### config.mk
export PLATFORM = sky130hd
export DESIGN_NAME = gcd_client
export DESIGN_NICKNAME = d
export VERILOG_FILES = /design/src/rtl/gcd_client.sv
export SDC_FILE = /design/constraint.sdc
export NUM_CORES = 1
export LEC_CHECK = 0
export CAP_MARGIN = 20
export CORE_ASPECT_RATIO = 0.8
export CORE_MARGIN = 8
export CORE_UTILIZATION = 47
export DETAILED_ROUTE_END_ITERATION = 8
export HOLD_SLACK_MARGIN = 0.15
export PLACE_DENSITY = 0.8
export SETUP_SLACK_MARGIN = 0.5
export SLEW_MARGIN = 30
export SYNTH_ARGS = -nofsm -noshare
export SYNTH_HDL_FRONTEND = slang
export SYNTH_SLANG_ARGS = --single-unit
### constraint.sdc
create_clock -name clk -period 1.95 [get_ports clk]
set_input_delay 0.2925 -clock clk [delete_from_list [all_inputs] [get_ports clk]]
set_output_delay 0.2925 -clock clk [all_outputs]
set_load 0.01 [all_outputs]
### src/rtl/gcd_client.sv
// gcd_client: initiator-side sequencer for the subtractive GCD core.
// Accepts an operand pair, loads it into the core (start+A, then B),
// waits for done with a bounded timeout and returns the result downstream.
// Pairs with a zero operand are answered locally since the core would hang.
module gcd_client #(
  parameter int W       = 16,
  parameter int TIMEOUT = 1023
) (
  input  logic         clk,
  input  logic         rst,
  input  logic         in_valid,
  output logic         in_ready,
  input  logic [W-1:0] in_a,
  input  logic [W-1:0] in_b,
  output logic         out_valid,
  input  logic         out_ready,
  output logic [W-1:0] out_gcd,
  output logic         out_err,
  output logic         core_start,
  output logic [W-1:0] core_din,
  input  logic         core_done,
  input  logic [W-1:0] core_dout,
  output logic         busy
);

  localparam int CW = $clog2(TIMEOUT + 1);
  // Last counter value before the timeout fires: the counter holds k-1 in WAIT cycle k.
  localparam logic [CW-1:0] CNT_LAST = CW'(TIMEOUT - 1);

  typedef enum logic [2:0] {
    S_IDLE,
    S_SEND_A,
    S_SEND_B,
    S_WAIT,
    S_RESP
  } state_t;

  state_t         state_reg, state_next;
  logic [W-1:0]   a_reg, a_next;
  logic [W-1:0]   b_reg, b_next;
  logic [CW-1:0]  cnt_reg, cnt_next;
  logic           out_valid_reg, out_valid_next;
  logic [W-1:0]   out_gcd_reg, out_gcd_next;
  logic           out_err_reg, out_err_next;
  logic           core_start_reg, core_start_next;
  logic [W-1:0]   core_din_reg, core_din_next;

  // State register and registered outputs; reset returns everything to IDLE/zero.
  always_ff @(posedge clk) begin
    if (rst) begin
      state_reg      <= S_IDLE;
      a_reg          <= '0;
      b_reg          <= '0;
      cnt_reg        <= '0;
      out_valid_reg  <= 1'b0;
      out_gcd_reg    <= '0;
      out_err_reg    <= 1'b0;
      core_start_reg <= 1'b0;
      core_din_reg   <= '0;
    end else begin
      state_reg      <= state_next;
      a_reg          <= a_next;
      b_reg          <= b_next;
      cnt_reg        <= cnt_next;
      out_valid_reg  <= out_valid_next;
      out_gcd_reg    <= out_gcd_next;
      out_err_reg    <= out_err_next;
      core_start_reg <= core_start_next;
      core_din_reg   <= core_din_next;
    end
  end

  // Next-state and next-output decode; outputs are computed one cycle ahead
  // so that they are registered in the state they belong to.
  always_comb begin
    state_next      = state_reg;
    a_next          = a_reg;
    b_next          = b_reg;
    cnt_next        = cnt_reg;
    out_valid_next  = out_valid_reg;
    out_gcd_next    = out_gcd_reg;
    out_err_next    = out_err_reg;
    core_start_next = 1'b0;
    core_din_next   = core_din_reg;

    case (state_reg)
      S_IDLE: begin
        if (in_valid) begin
          a_next = in_a;
          b_next = in_b;
          if (in_a == '0 || in_b == '0) begin
            // gcd(x,0)=x and gcd(0,0)=0, both equal to a|b.
            out_gcd_next   = in_a | in_b;
            out_err_next   = 1'b0;
            out_valid_next = 1'b1;
            state_next     = S_RESP;
          end else begin
            core_start_next = 1'b1;
            core_din_next   = in_a;
            state_next      = S_SEND_A;
          end
        end
      end
      S_SEND_A: begin
        core_din_next = b_reg;
        state_next    = S_SEND_B;
      end
      S_SEND_B: begin
        core_din_next = '0;
        cnt_next      = '0;
        state_next    = S_WAIT;
      end
      S_WAIT: begin
        if (core_done) begin
          // A done in the last allowed cycle still wins over the timeout.
          out_gcd_next   = core_dout;
          out_err_next   = 1'b0;
          out_valid_next = 1'b1;
          state_next     = S_RESP;
        end else begin
          cnt_next = cnt_reg + 1'b1;
          if (cnt_reg == CNT_LAST) begin
            out_gcd_next   = '0;
            out_err_next   = 1'b1;
            out_valid_next = 1'b1;
            state_next     = S_RESP;
          end
        end
      end
      S_RESP: begin
        if (out_ready) begin
          out_valid_next = 1'b0;
          state_next     = S_IDLE;
        end
      end
      default: begin
        state_next = S_IDLE;
      end
    endcase
  end

  assign in_ready   = (state_reg == S_IDLE) && !rst;
  assign busy       = (state_reg != S_IDLE);
  assign out_valid  = out_valid_reg;
  assign out_gcd    = out_gcd_reg;
  assign out_err    = out_err_reg;
  assign core_start = core_start_reg;
  assign core_din   = core_din_reg;

endmodule

### After elaboration in Yosys (flattened, before gate mapping)

Index checks and enable logic that the tools add are counted.

* bits in registers: 64
* input port bits: 53
* output and inout bits: 37
* word-level logic and storage cells: 68

* $add $sub $neg: 1
* equality and inequality tests: 11
* muxes and demuxes: 27
* bitwise logic cells: 3
* reduce and logical (&&, ||, !) cells: 18

Operators by type and width (count)
* 16-bit two-way mux: 6
* 16-bit case mux with 3 select lines: 1
* 16-bit zero test: 2
* 16-bit case mux with 2 select lines: 1
* 10-bit case mux with 2 select lines: 1
* 16-bit OR: 1
* 3-bit two-way mux: 5
* 3-bit case mux with 5 select lines: 1
* 10-bit by 1-bit adder with 10-bit output, second input constant: 1
* 10-bit equality test, second input constant: 1
* 10-bit two-way mux: 1
* 2-bit inequality test, second input constant: 5
* 1-bit two-way mux: 9
* 3-bit nonzero test: 3
* 3-bit by 2-bit equality test with 1-bit output, second input constant: 2
* 3-bit AND reduction: 2
* 5-bit AND reduction: 1
* 2-bit AND reduction: 2
* 4-bit AND reduction: 1
* 2-bit nonzero test: 2
* 3-bit by 1-bit equality test with 1-bit output, second input constant: 1
* 3-bit equality test, second input constant: 1
* 3-bit zero test: 1
* 3-bit inequality test, second input constant: 1
* 7 further kinds: 8

### Depth between registers and ports, before layout

Gate-level depths: netlist of run 1.

* depth after elaboration: 5
* gate-level depth with buffers: 9
* mapped depth without buffers: 7

### Least setup slack after synthesis of run 1

No wires, ideal clock.

* path kind: register to register
* start point: register state_reg[2]
* end point: register out_gcd_reg[10] (netlist: out_gcd[10])
* setup time: 72 ps
* data arrival time: 1540 ps
* data required time: 1878 ps
* slack: 338 ps
* cell stages (with the launch flop): 8
* path buffers: 3
* clock period less this slack: 1612 ps
* path through: dfxtp_1 buf_2 nor3_1 inv_1 o2bb2ai_2 buf_6 buf_6 mux2i_1

* cells in the longest elaborated chain, start to end: 3
* elaborated cells on any way between the ends: 8
* those cells by class: eq/ne: 4; mux: 1; reduce/logical: 3

RTL lines
* from (decl): RTL line 38 `state_t state_reg, state_next;`
* from (signal assigned): RTL line 61 `state_reg <= state_next;`
* 3-bit by 2-bit equality test with 1-bit output or 3-bit zero test (tied branches)
* 3-bit inequality test (no line), or another cell as far along
* 4-bit AND reduction (no line)
* to (signal assigned): RTL line 66 `out_gcd_reg <= out_gcd_next;`
* to (decl): RTL line 43 `logic [W-1:0] out_gcd_reg, out_gcd_next;`

Parallel ways exist; a longest one is shown, timed or not.
A chain may end at the register's enable or synchronous reset.

### Final worst setup path of run 1

* start point: register state_reg[1]
* end point: register out_gcd_reg[10] (netlist: out_gcd[10])

The elaborated chain is that of the path after synthesis.

==> qor.txt, run 1 <==
Synthesized area: 3090 um2
M1 GR Usage: 28.1%
Post-layout util: 80.8%
Power per Cell Area: 874 nW/um2
Critical path launch point type: flop
Cell Int Power: 3.09 mW
Final Wtd Congestion: 0.872
Max_cap viols: 0
Via Count: 3638
DR pass1 iterations: 5
Slowest cell delay on critical path: 0.42 ns
Switching Share: 31.4%
Critical path cell sequence: nor2b_4, and2_4, buf_6, nor3_1, or3_1, mux2i_1
Status: complete, no violations
Port Buf Inserts: 89
Filler cells: 371
Total GRT Usage: 22.4%
Final wirelength: 13100 um
Mean Syn Cell Area: 8.62 um2
WL per Instance: 21.9 um
Hold-fix buffers at CTS: 0
Post-synth cell types: 36
Share of layout cells above drive strength 1: 29.5%
CTS Sinks: 64
Max Freq: 593 MHz
Yosys warning count: 0
Clock skew: 0.00860 ns
RSZ-0062 raised after global routing: yes
Largest net degree at the start of global routing: 66
Psw: 1.42 mW
Worst EP required: 2.23 ns
Die footprint: 9430 um2
Horiz. Die Dim: 107 um
Number of max-slew violations in the final report: 0
Die height: 88.5 um
Leakage: 2.33 nW
Final setup viols: 0
Final Hold Viols: 0
Gate power share: 33.7%
Vias in the first global route: 3253
DR iter-0 viols: 430
M3 GR Usage: 6.84%
Power, Total: 4.50 mW
# nets final: 562
Worst-path maximum fanout: 8
CTS tree: yes
Sequential power share: 35.2%
Grt peak-use layer: met2
Clock root buffer: clkbuf_8
FF+latch count, synth: 64
Layout area overhead: 67.0%
Cells after Synth: 358
CTS max path bufs: 2
Met2 Use GR: 36.1%
Worst-Skew Late Latency: 0.35 ns
DR vias/cell: 6.09
Cts bufs inserted: 9
DP Wirelength: 7080 um
Starting Density: 48.4%
First-pass GRT wire length: 16800 um
Initial antenna violation count: 0
Top-level I/O count: 90
Routed Antenna Nets: 0
Critical path arrival: 1.96 ns
Total grt overflow: 0
Crit. End Element: flop
Slowest cell on the critical path: dfxtp_4
Period utilization: 86.5%
DR DRC count: 0
Worst slew pin tran: 0.481 ns
Critical path class: reg -> reg
Htree depth: 3
Worst-path clk slew: 0.07 ns
Net Count, Synth: 413
FP Rows: 26
Fin crit period: 1.69 ns
Rel. slew slack: 67.7%
Clock network power share: 31.1%
Register area share after synthesis: 41.5%
Hold Path Class: in -> reg
VDD IR max: 0.000422 V
Core Region: 6380 um2
## worst max-delay path, delay by kind of cell, from the launching register on
family | cells | cell delay [ns]
DFF | 1 | 0.42
and+or+nand+nor | 4 | 0.88
buffers and inverters | 1 | 0.15
muxes | 1 | 0.15
## synthesized netlist by cell type
master     number  area, um2
and3_1          2       12.5
xnor2_1         2       17.5
or3_1          19        119
o21bai_1        1       7.51
nand2_1        40        150
buf_6           2       22.5
buf_4           2       15.0
o31ai_1         1       7.51
nor4_1          9       56.3
clkbuf_1       10       37.5
nand4_1         5       31.3
mux2i_1        32        320
nand2b_1       33        206
and2_1          2       12.5
buf_1           3       11.3
nor2_1         14       52.6
nor3_1         24        120
nor3_2          2       20.0
o41ai_1         1       8.76
nor2b_2         1       8.76
o21ai_0         4       20.0
ha_1            2       25.0
a2111o_1        1       11.3
a22oi_1        16        120
nand3b_1        1       7.51
inv_1           2       7.51
dfxtp_1        64       1280
nor4b_2         1       15.0
o211a_1         1       10.0
a21oi_2         2       17.5
o2bb2ai_2       1       15.0
buf_2           7       35.0
nand3_1         6       30.0
a21oi_1        39        195
xor2_1          5       43.8
nand2b_4        1       13.8
## placed cells by master, fill, tap and decap left out, types with 3 or more instances in the layout
cell | netlist | final
dfxtp_1 | 64 | 57
or3_1 | 19 | 18
nand2b_1 | 33 | 32
buf_12 | 0 | 4
nor4_2 | 0 | 7
dlygate4sd2_1 | 0 | 61
clkbuf_16 | 0 | 3
a21oi_4 | 0 | 3
nand4_1 | 5 | 5
nor3_1 | 24 | 22
xor2_1 | 5 | 5
nor2_1 | 14 | 12
buf_4 | 2 | 50
nand2_1 | 40 | 38
bufinv_16 | 0 | 3
clkdlybuf4s50_1 | 0 | 21
a22oi_2 | 0 | 16
dfxtp_2 | 0 | 4
nand3_1 | 6 | 4
dlymetal6s2s_1 | 0 | 4
a21oi_2 | 2 | 3
clkbuf_8 | 0 | 9
dfxtp_4 | 0 | 3
a21oi_1 | 39 | 35
buf_6 | 2 | 16
mux2i_1 | 32 | 32
## routing by layer
metal  up-vias  share of wire (%)
li1       1577                  -
met1      1710                 39
met2       276                 46
met3        75                 10
met4         0                4.9
met5         -                  0
## power by group through the flow
stage	combinational [mW]	sequential (mW)	clock, mW
4_1_cts	1.24	1.57	1.39
6_report	1.52	1.59	1.40
5_1_grt	1.58	1.60	1.47
2_1_floorplan	0.543	1.62	0
3_3_place_gp	1.12	1.59	0
3_5_place_dp	1.14	1.60	0
## timing repair
| action | 4_1_cts | 5_1_grt |
|---|---|---|
| pin swaps | 10 | 30 |
| setup buffers | 9 | 11 |
| endpoints found under the setup margin | 97 | 63 |
| gates cloned | 2 | 5 |
| gates resized for setup | 107 | 47 |
## metrics by stage
step | setup WS (ns) | hold WS, ns | setup TNS, ns | instances | instance area, um2
2_1_floorplan | 0.415 | 0.428 | 0 | 358 | 3120
3_3_place_gp | -0.000393 | 0.443 | -0.000393 | 553 | 4350
3_5_place_dp | -0.0340 | 0.447 | -0.536 | 553 | 4350
4_1_cts | 0.357 | 0.377 | 0 | 580 | 4770
5_1_grt | 0.222 | 0.323 | 0 | 596 | 5150
6_report | 0.264 | 0.329 | 0 | 597 | 5150
## cells by family (layout without fill, tap and decap cells)
| group | Yosys count | in the layout | synth area share, % |
|---|---|---|---|
| flip-flops | 64 | 64 | 41.5 |
| AND/OR/NAND/NOR | 160 | 160 | 27.7 |
| other | 0 | 1 | 0 |
| adder cells (fa/ha/maj) | 2 | 2 | 0.811 |
| buffers and inverters | 26 | 180 | 4.18 |
| multiplexers | 32 | 32 | 10.4 |
| AO/OA/AOI/OAI | 67 | 67 | 13.4 |
| XOR/XNOR | 7 | 7 | 1.99 |
## worst paths after layout
| check | start | endpoint | slack [ns] | cells after the start |
|---|---|---|---|---|
| hold / removal | in_b[2] | b_reg[2] | 0.33 | 3 |
| setup reg to reg | state_reg[1] | out_gcd[10] | 0.26 | 6 |
| setup / recovery | state_reg[1] | out_gcd[10] | 0.26 | 6 |
| hold reg to reg | b_reg[15] | b_reg[15] | 0.47 | 2 |
## area by class of cell
cell class                 count  area, um2  share of cell area, %
clock buffer                  10        128                   2.48
timing repair buffer         162       1540                   29.9
multi-input combinational    268       1960                   38.1
inverter                       2       7.51                  0.146
sequential                    64       1300                   25.2
tap                           84        105                   2.04
antenna                        1       2.50                 0.0486
clock inverter                 6        108                   2.09
Note: power is estimated with default switching activity, not from simulation.
==> run 2, diff against run 1 <==
--- a/config.mk
+++ b/config.mk
@@ -7,7 +7,7 @@
 export LEC_CHECK = 0
 export CAP_MARGIN = 20
 export CORE_ASPECT_RATIO = 0.8
-export CORE_MARGIN = 8
+export CORE_MARGIN = 1.5
 export CORE_UTILIZATION = 47
 export DETAILED_ROUTE_END_ITERATION = 8
 export HOLD_SLACK_MARGIN = 0.15
==> run 2 against run 1 <==
Critical path depth unchanged. Clock power shrank 22%. Utilization shrank 0.29 points. Sequential power barely moved. Combinational power is 6% lower. Cell count shrank 0.84%. Setup slack got worse by 0.15 ns. Largest power group unchanged. Highest routed layer unchanged.
==> qor.txt, run 2 (synthesis results as in run 1) <==
Final setup viols: 0 (unchanged)
Filler cells: 370 (was 371)
Power per Cell Area: 797 nW/um2 (was 874 nW/um2)
DP Wirelength: 6800 um (was 7080 um)
Via Count: 3668 (was 3638)
Most frequent cells in the layout: dlymetal6s2s_1 (57), dfxtp_1 (55), buf_4 (50), nand2_1 (38), a21oi_1 (36) (was dlygate4sd2_1 (61), dfxtp_1 (57), buf_4 (50), nand2_1 (38), a21oi_1 (35))
Total grt overflow: 0 (unchanged)
DR iter-0 viols: 455 (was 430)
Share of layout cells above drive strength 1: 25.8% (was 29.5%)
Status: complete, no violations (unchanged)
Core Region: 6380 um2 (unchanged)
Initial antenna violation count: 0 (unchanged)
Top-level I/O count: 90 (unchanged)
Clock skew: 0.00750 ns (was 0.00860 ns)
Final wirelength: 12800 um (was 13100 um)
DR DRC count: 0 (unchanged)
Leakage: 2.84 nW (was 2.33 nW)
Hold Path Class: in -> reg (unchanged)
Crit. End Element: flop (unchanged)
Hold-fix buffers at CTS: 0 (unchanged)
Critical path class: reg -> reg (unchanged)
Final Hold Viols: 0 (unchanged)
Post-place setup slack: -0.0549 ns (was -0.0340 ns)
DR pass1 iterations: 5 (unchanged)
Htree depth: 3 (unchanged)
Layout area overhead: 66.3% (was 67.0%)
Antenna cells: 0 (was 1)
Cts bufs inserted: 9 (unchanged)
Clock root buffer: clkbuf_8 (unchanged)
Routed Antenna Nets: 0 (unchanged)
Port Buf Inserts: 89 (unchanged)
Critical path launch point type: flop (unchanged)
CTS max path bufs: 2 (unchanged)
Final Wtd Congestion: 0.888 (was 0.872)
Die height: 75.5 um (was 88.5 um)
CTS Sinks: 64 (unchanged)
Period utilization: 94.0% (was 86.5%)
Rel. slew slack: 68.7% (was 67.7%)
Commonest non-fill, non-tap cell in the layout: dlymetal6s2s_1 (was dlygate4sd2_1)
Critical path arrival: 2.07 ns (was 1.96 ns)
Fin crit period: 1.83 ns (was 1.69 ns)
First-pass GRT wire length: 15800 um (was 16800 um)
# nets final: 558 (was 562)
CTS tree: yes (unchanged)
WL per Instance: 21.7 um (was 21.9 um)
Power, Total: 4.09 mW (was 4.50 mW)
Worst-path maximum fanout: 4 (was 8)
Worst-Skew Late Latency: 0.35 ns (about the same)
Starting Density: 48.4% (unchanged)
Max_cap viols: 0 (unchanged)
Vias in the first global route: 3070 (was 3253)
Final setup margin: 0.117 ns (was 0.264 ns)
Horiz. Die Dim: 93.6 um (was 107 um)
Max Freq: 545 MHz (was 593 MHz)
Largest net degree at the start of global routing: 58 (was 66)
Post-layout util: 80.5% (was 80.8%)
RSZ-0062 raised after global routing: yes (unchanged)
Worst EP required: 2.19 ns (was 2.23 ns)
VDD IR max: 0.000521 V (was 0.000422 V)
DR vias/cell: 6.20 (was 6.09)
Total GRT Usage: 29.9% (was 22.4%)
Worst-path clk slew: 0.07 ns (about the same)
Number of max-slew violations in the final report: 0 (unchanged)
Worst slew pin tran: 0.466 ns (was 0.481 ns)
Die footprint: 7060 um2 (was 9430 um2)
FP Rows: 26 (unchanged)
[run 2: changes by cell type in the layout (fill, tap and decap cells not counted), sizes merged]
cell,before,now
dlymetal6s2s,4,57
diode,1,0
buf,73,70
clkdlybuf4s50,21,23
dlygate4sd2,61,6
clkinv,2,3
bufinv,3,1
clkinvlp,1,0
clkbuf,13,14
[run 2: final timing paths]
| check | startpoint | cells after the start | slack, ns | endpoint |
|---|---|---|---|---|
| max | cnt_reg[5] | 6 | 0.12 | out_gcd[0] |
| min | in_b[3] | 3 | 0.30 | b_reg[3] |
| max reg2reg | cnt_reg[5] | 6 | 0.12 | out_gcd[0] |
| min reg2reg | b_reg[12] | 2 | 0.46 | b_reg[12] |
[run 2: repair_timing]
| action | in CTS | in global routing |
|---|---|---|
| setup buffers | 13 | 13 |
| resized for setup | 45 | 90 |
| endpoints found under the setup margin | 82 | 99 |
| pin swaps | 10 | 18 |
| cloned | 1 | 2 |
[run 2: layout make-up]
cell class | count | area (um2) | area share, %
clock buffer | 12 | 135 | 2.63
sequential | 64 | 1310 | 25.4
inverter | 2 | 7.51 | 0.146
timing repair buffer | 158 | 1670 | 32.6
tap | 84 | 105 | 2.05
multi-input combinational | 268 | 1860 | 36.3
clock inverter | 4 | 45.0 | 0.878
[run 2: where the power goes]
part           switching (mW)  leakage, nW  internal (mW)
clock network           0.509       0.0941          0.585
logic                   0.684         2.22          0.742
registers               0.107        0.529           1.46
[run 2: routing by layer]
layer | wire, um | GRT usage [%] | vias up
met3 | 1490 | 7.68 | 74
met1 | 4800 | 40.1 | 1700
met4 | 653 | 13.6 | 0
li1 | - | - | 1564
met2 | 5890 | 45.9 | 330
met5 | 0 | 0 | -
[run 2: through the flow]
step	hold slack (ns)	instance area [um2]	std cells	TNS, ns
4_1_cts	0.281	4720	577	0
2_1_floorplan	0.428	3120	358	0
3_5_place_dp	0.447	4310	547	-1.18
6_report	0.297	5130	592	0
3_3_place_gp	0.442	4300	547	-0.783
5_1_grt	0.321	5130	592	0
[run 2: critical path: stages (launching register included)]
cell	delay [ns]
dfxtp_4	0.38
nand4_1	0.29
nor3_4	0.38
o21ai_2	0.15
o2bb2ai_4	0.22
clkbuf_16	0.19
mux2i_1	0.12
==> run 3, diff against run 2 <==
--- a/config.mk
+++ b/config.mk
@@ -5,9 +5,9 @@
 export SDC_FILE = /design/constraint.sdc
 export NUM_CORES = 1
 export LEC_CHECK = 0
+export ABC_CLOCK_PERIOD_IN_PS = 1950
 export CAP_MARGIN = 20
 export CORE_ASPECT_RATIO = 0.8
-export CORE_MARGIN = 1.5
 export CORE_UTILIZATION = 47
 export DETAILED_ROUTE_END_ITERATION = 8
 export HOLD_SLACK_MARGIN = 0.15
==> run 3 against run 2 <==
Fmax up 12%. Largest cell class unchanged. Cell count rose by 1.0%. Routed wire length down 11%. Setup slack better by 0.20 ns. Clock skew about the same. Combinational power is 7% lower. Flip-flop and latch count unchanged. Utilization down 3.8 points. Worst hold slack better by 0.017 ns. Clock-buffer cell count unchanged. Via count down 5.1%.
==> qor.txt, run 3 (synthesis results as in run 1) <==
Htree depth: 3 (unchanged)
CTS Sinks: 64 (unchanged)
Antenna cells: 0 (unchanged)
Top-level I/O count: 90 (unchanged)
DR pass1 iterations: 8 (was 5)
Die height: 74.5 um (was 75.5 um)
Worst-path maximum fanout: 9 (was 4)
Via Count: 3482 (was 3668)
Hold Path Class: in -> reg (unchanged)
DR vias/cell: 5.82 (was 6.20)
Final setup viols: 0 (unchanged)
WP buf/inv: 2 (was 1)
# nets final: 565 (was 558)
Share of layout cells above drive strength 1: 26.7% (was 25.8%)
Final Wtd Congestion: 0.866 (was 0.888)
First-pass GRT wire length: 15900 um (was 15800 um)
Hold path startpoint: rst (was in_b[3])
Hold-fix buffers at CTS: 0 (unchanged)
CTS tree: yes (unchanged)
RSZ-0062 raised after global routing: yes (unchanged)
Fin crit period: 1.64 ns (was 1.83 ns)
Reg-to-reg endpoint: out_gcd[8] (was out_gcd[0])
Final Hold Slack: 0.315 ns (was 0.297 ns)
Initial antenna violation count: 1 (was 0)
Total GRT Usage: 30.6% (was 29.9%)
Layout area overhead: 58.5% (was 66.3%)
Max_cap viols: 0 (unchanged)
Die footprint: 6890 um2 (was 7060 um2)
Horiz. Die Dim: 92.6 um (was 93.6 um)
Clock root buffer: clkbuf_8 (unchanged)
Count of placed standard cells including taps: 554 (was 547)
CTS max path bufs: 2 (unchanged)
Critical path arrival: 1.91 ns (was 2.07 ns)
WHS Endpoint: out_valid (was b_reg[3])
Port Buf Inserts: 89 (unchanged)
Multi-input logic area: 1820 um2 (was 1860 um2)
Starting Density: 48.4% (unchanged)
Fin cells: 598 (was 592)
Post-place setup slack: -0.125 ns (was -0.0549 ns)
Crit. End Element: flop (unchanged)
Cts bufs inserted: 9 (unchanged)
Filler cells: 428 (was 370)
Critical R2R Launch: cnt_reg[0] (was cnt_reg[5])
Most frequent cells in the layout: dlygate4sd2_1 (62), buf_4 (62), dfxtp_1 (53), nand2_1 (37), a21oi_1 (37) (was dlymetal6s2s_1 (57), dfxtp_1 (55), buf_4 (50), nand2_1 (38), a21oi_1 (36))
Critical path launch point type: flop (unchanged)
Largest net degree at the start of global routing: 42 (was 58)
Slowest cell on the critical path: dfxtp_2 (was dfxtp_4)
Critical path cell sequence: inv_1, ha_2, nand2_2, nor3_4, o21ai_2, o2bb2ai_4, buf_12, mux2i_1 (was nand4_1, nor3_4, o21ai_2, o2bb2ai_4, clkbuf_16, mux2i_1)
Final Hold Viols: 0 (unchanged)
R2R depth: 8 (was 6)
Worst slew pin tran: 0.618 ns (was 0.466 ns)
Family with the most delay on the worst path: simple AND/OR/NAND/NOR gates (unchanged)
Power per Cell Area: 808 nW/um2 (was 797 nW/um2)
Sequential cell area: 1310 um2 (unchanged)
VDD IR max: 0.000665 V (was 0.000521 V)
Clock skew: 0.00718 ns (was 0.00750 ns)
WL per Instance: 19.2 um (was 21.7 um)
Final setup margin: 0.313 ns (was 0.117 ns)
Max Freq: 611 MHz (was 545 MHz)
Vias in the first global route: 3104 (was 3070)
Worst-path clk slew: 0.07 ns (about the same)
Crit path depth: 8 (was 6)
Critical path class: reg -> reg (unchanged)
Worst-Skew Late Latency: 0.35 ns (about the same)
Status: complete, no violations (unchanged)
Slowest cell delay on critical path: 0.32 ns (was 0.38 ns)
R2r setup slk: 0.31 ns (was 0.12 ns)
Final wirelength: 11500 um (was 12800 um)
FP Rows: 26 (unchanged)
Core Region: 6380 um2 (unchanged)
Routed Antenna Nets: 0 (unchanged)
Leakage: 2.25 nW (was 2.84 nW)
Hold depth: 2 (was 3)
Rel. slew slack: 58.7% (was 68.7%)
Power, Total: 3.95 mW (was 4.09 mW)
Number of max-slew violations in the final report: 0 (unchanged)
DR iter-0 viols: 404 (was 455)
DP Wirelength: 6850 um (was 6800 um)
Worst EP required: 2.22 ns (was 2.19 ns)
Period utilization: 84.0% (was 94.0%)
DR DRC count: 0 (unchanged)
Total grt overflow: 0 (unchanged)
-- run 3: cell count changes in the layout (fill, tap and decap cells not counted), moves of 3 or more --
cell | previous run | this run
buf_6 | 13 | 9
dlymetal6s2s_1 | 57 | 1
dlygate4sd2_1 | 6 | 62
nor4_2 | 8 | 4
dfxtp_2 | 4 | 7
nor4_1 | 1 | 4
clkdlybuf4s15_1 | 0 | 3
clkdlybuf4s50_1 | 23 | 19
buf_4 | 50 | 62
-- run 3: through the flow --
step           cell area [um2]  TNS (ns)  utilization, %
4_1_cts                   4710         0            73.9
3_5_place_dp              4350     -3.50            68.2
3_3_place_gp              4340     -3.12            68.1
6_report                  4890         0            76.7
2_1_floorplan             3120         0               -
5_1_grt                   4890         0            76.7
-- run 3: repair_timing --
item / 4_1_cts / 5_1_grt
pin swaps: 9 / 12
setup endpoints to repair: 95 / 61
setup buffers: 15 / 10
resized for setup: 111 / 19
cloned: 2 / 2
-- run 3: where the power goes --
part | switching, mW | internal (mW) | leakage, nW | total [mW]
combinational | 0.651 | 0.679 | 1.64 | 1.33
sequential | 0.108 | 1.46 | 0.530 | 1.57
clock | 0.527 | 0.520 | 0.0882 | 1.05
total | 1.29 | 2.66 | 2.25 | 3.95
-- run 3: layout make-up --
cell class / instances / share of cell area (%)
flip-flops and latches: 64 / 26.7
clock inverters: 3 / 0.358
multi-input cells: 268 / 37.3
clock buffers: 12 / 3.17
repair buffers: 165 / 30.2
well taps: 84 / 2.15
inverters: 2 / 0.154
-- run 3: routing by layer --
metal  share of wire [%]  wire (um)  track usage (%)
met1                  43       4940             40.9
met3                 8.2        942             6.75
met5                0.11         13                0
met4                 3.1        357             14.1
met2                  45       5210             47.8
-- run 3: worst max path at each step --
stage	from	endpoint	slack (ns)
after detailed placement	in_a[12]	core_din[14]	-0.13
after floorplan	state_reg[0]	out_gcd[10]	0.42
after CTS	state_reg[0]	in_ready	0.34
final	cnt_reg[0]	out_gcd[8]	0.31
after global placement	in_a[12]	core_din[15]	-0.10
after global routing	in_a[6]	out_gcd[8]	0.19
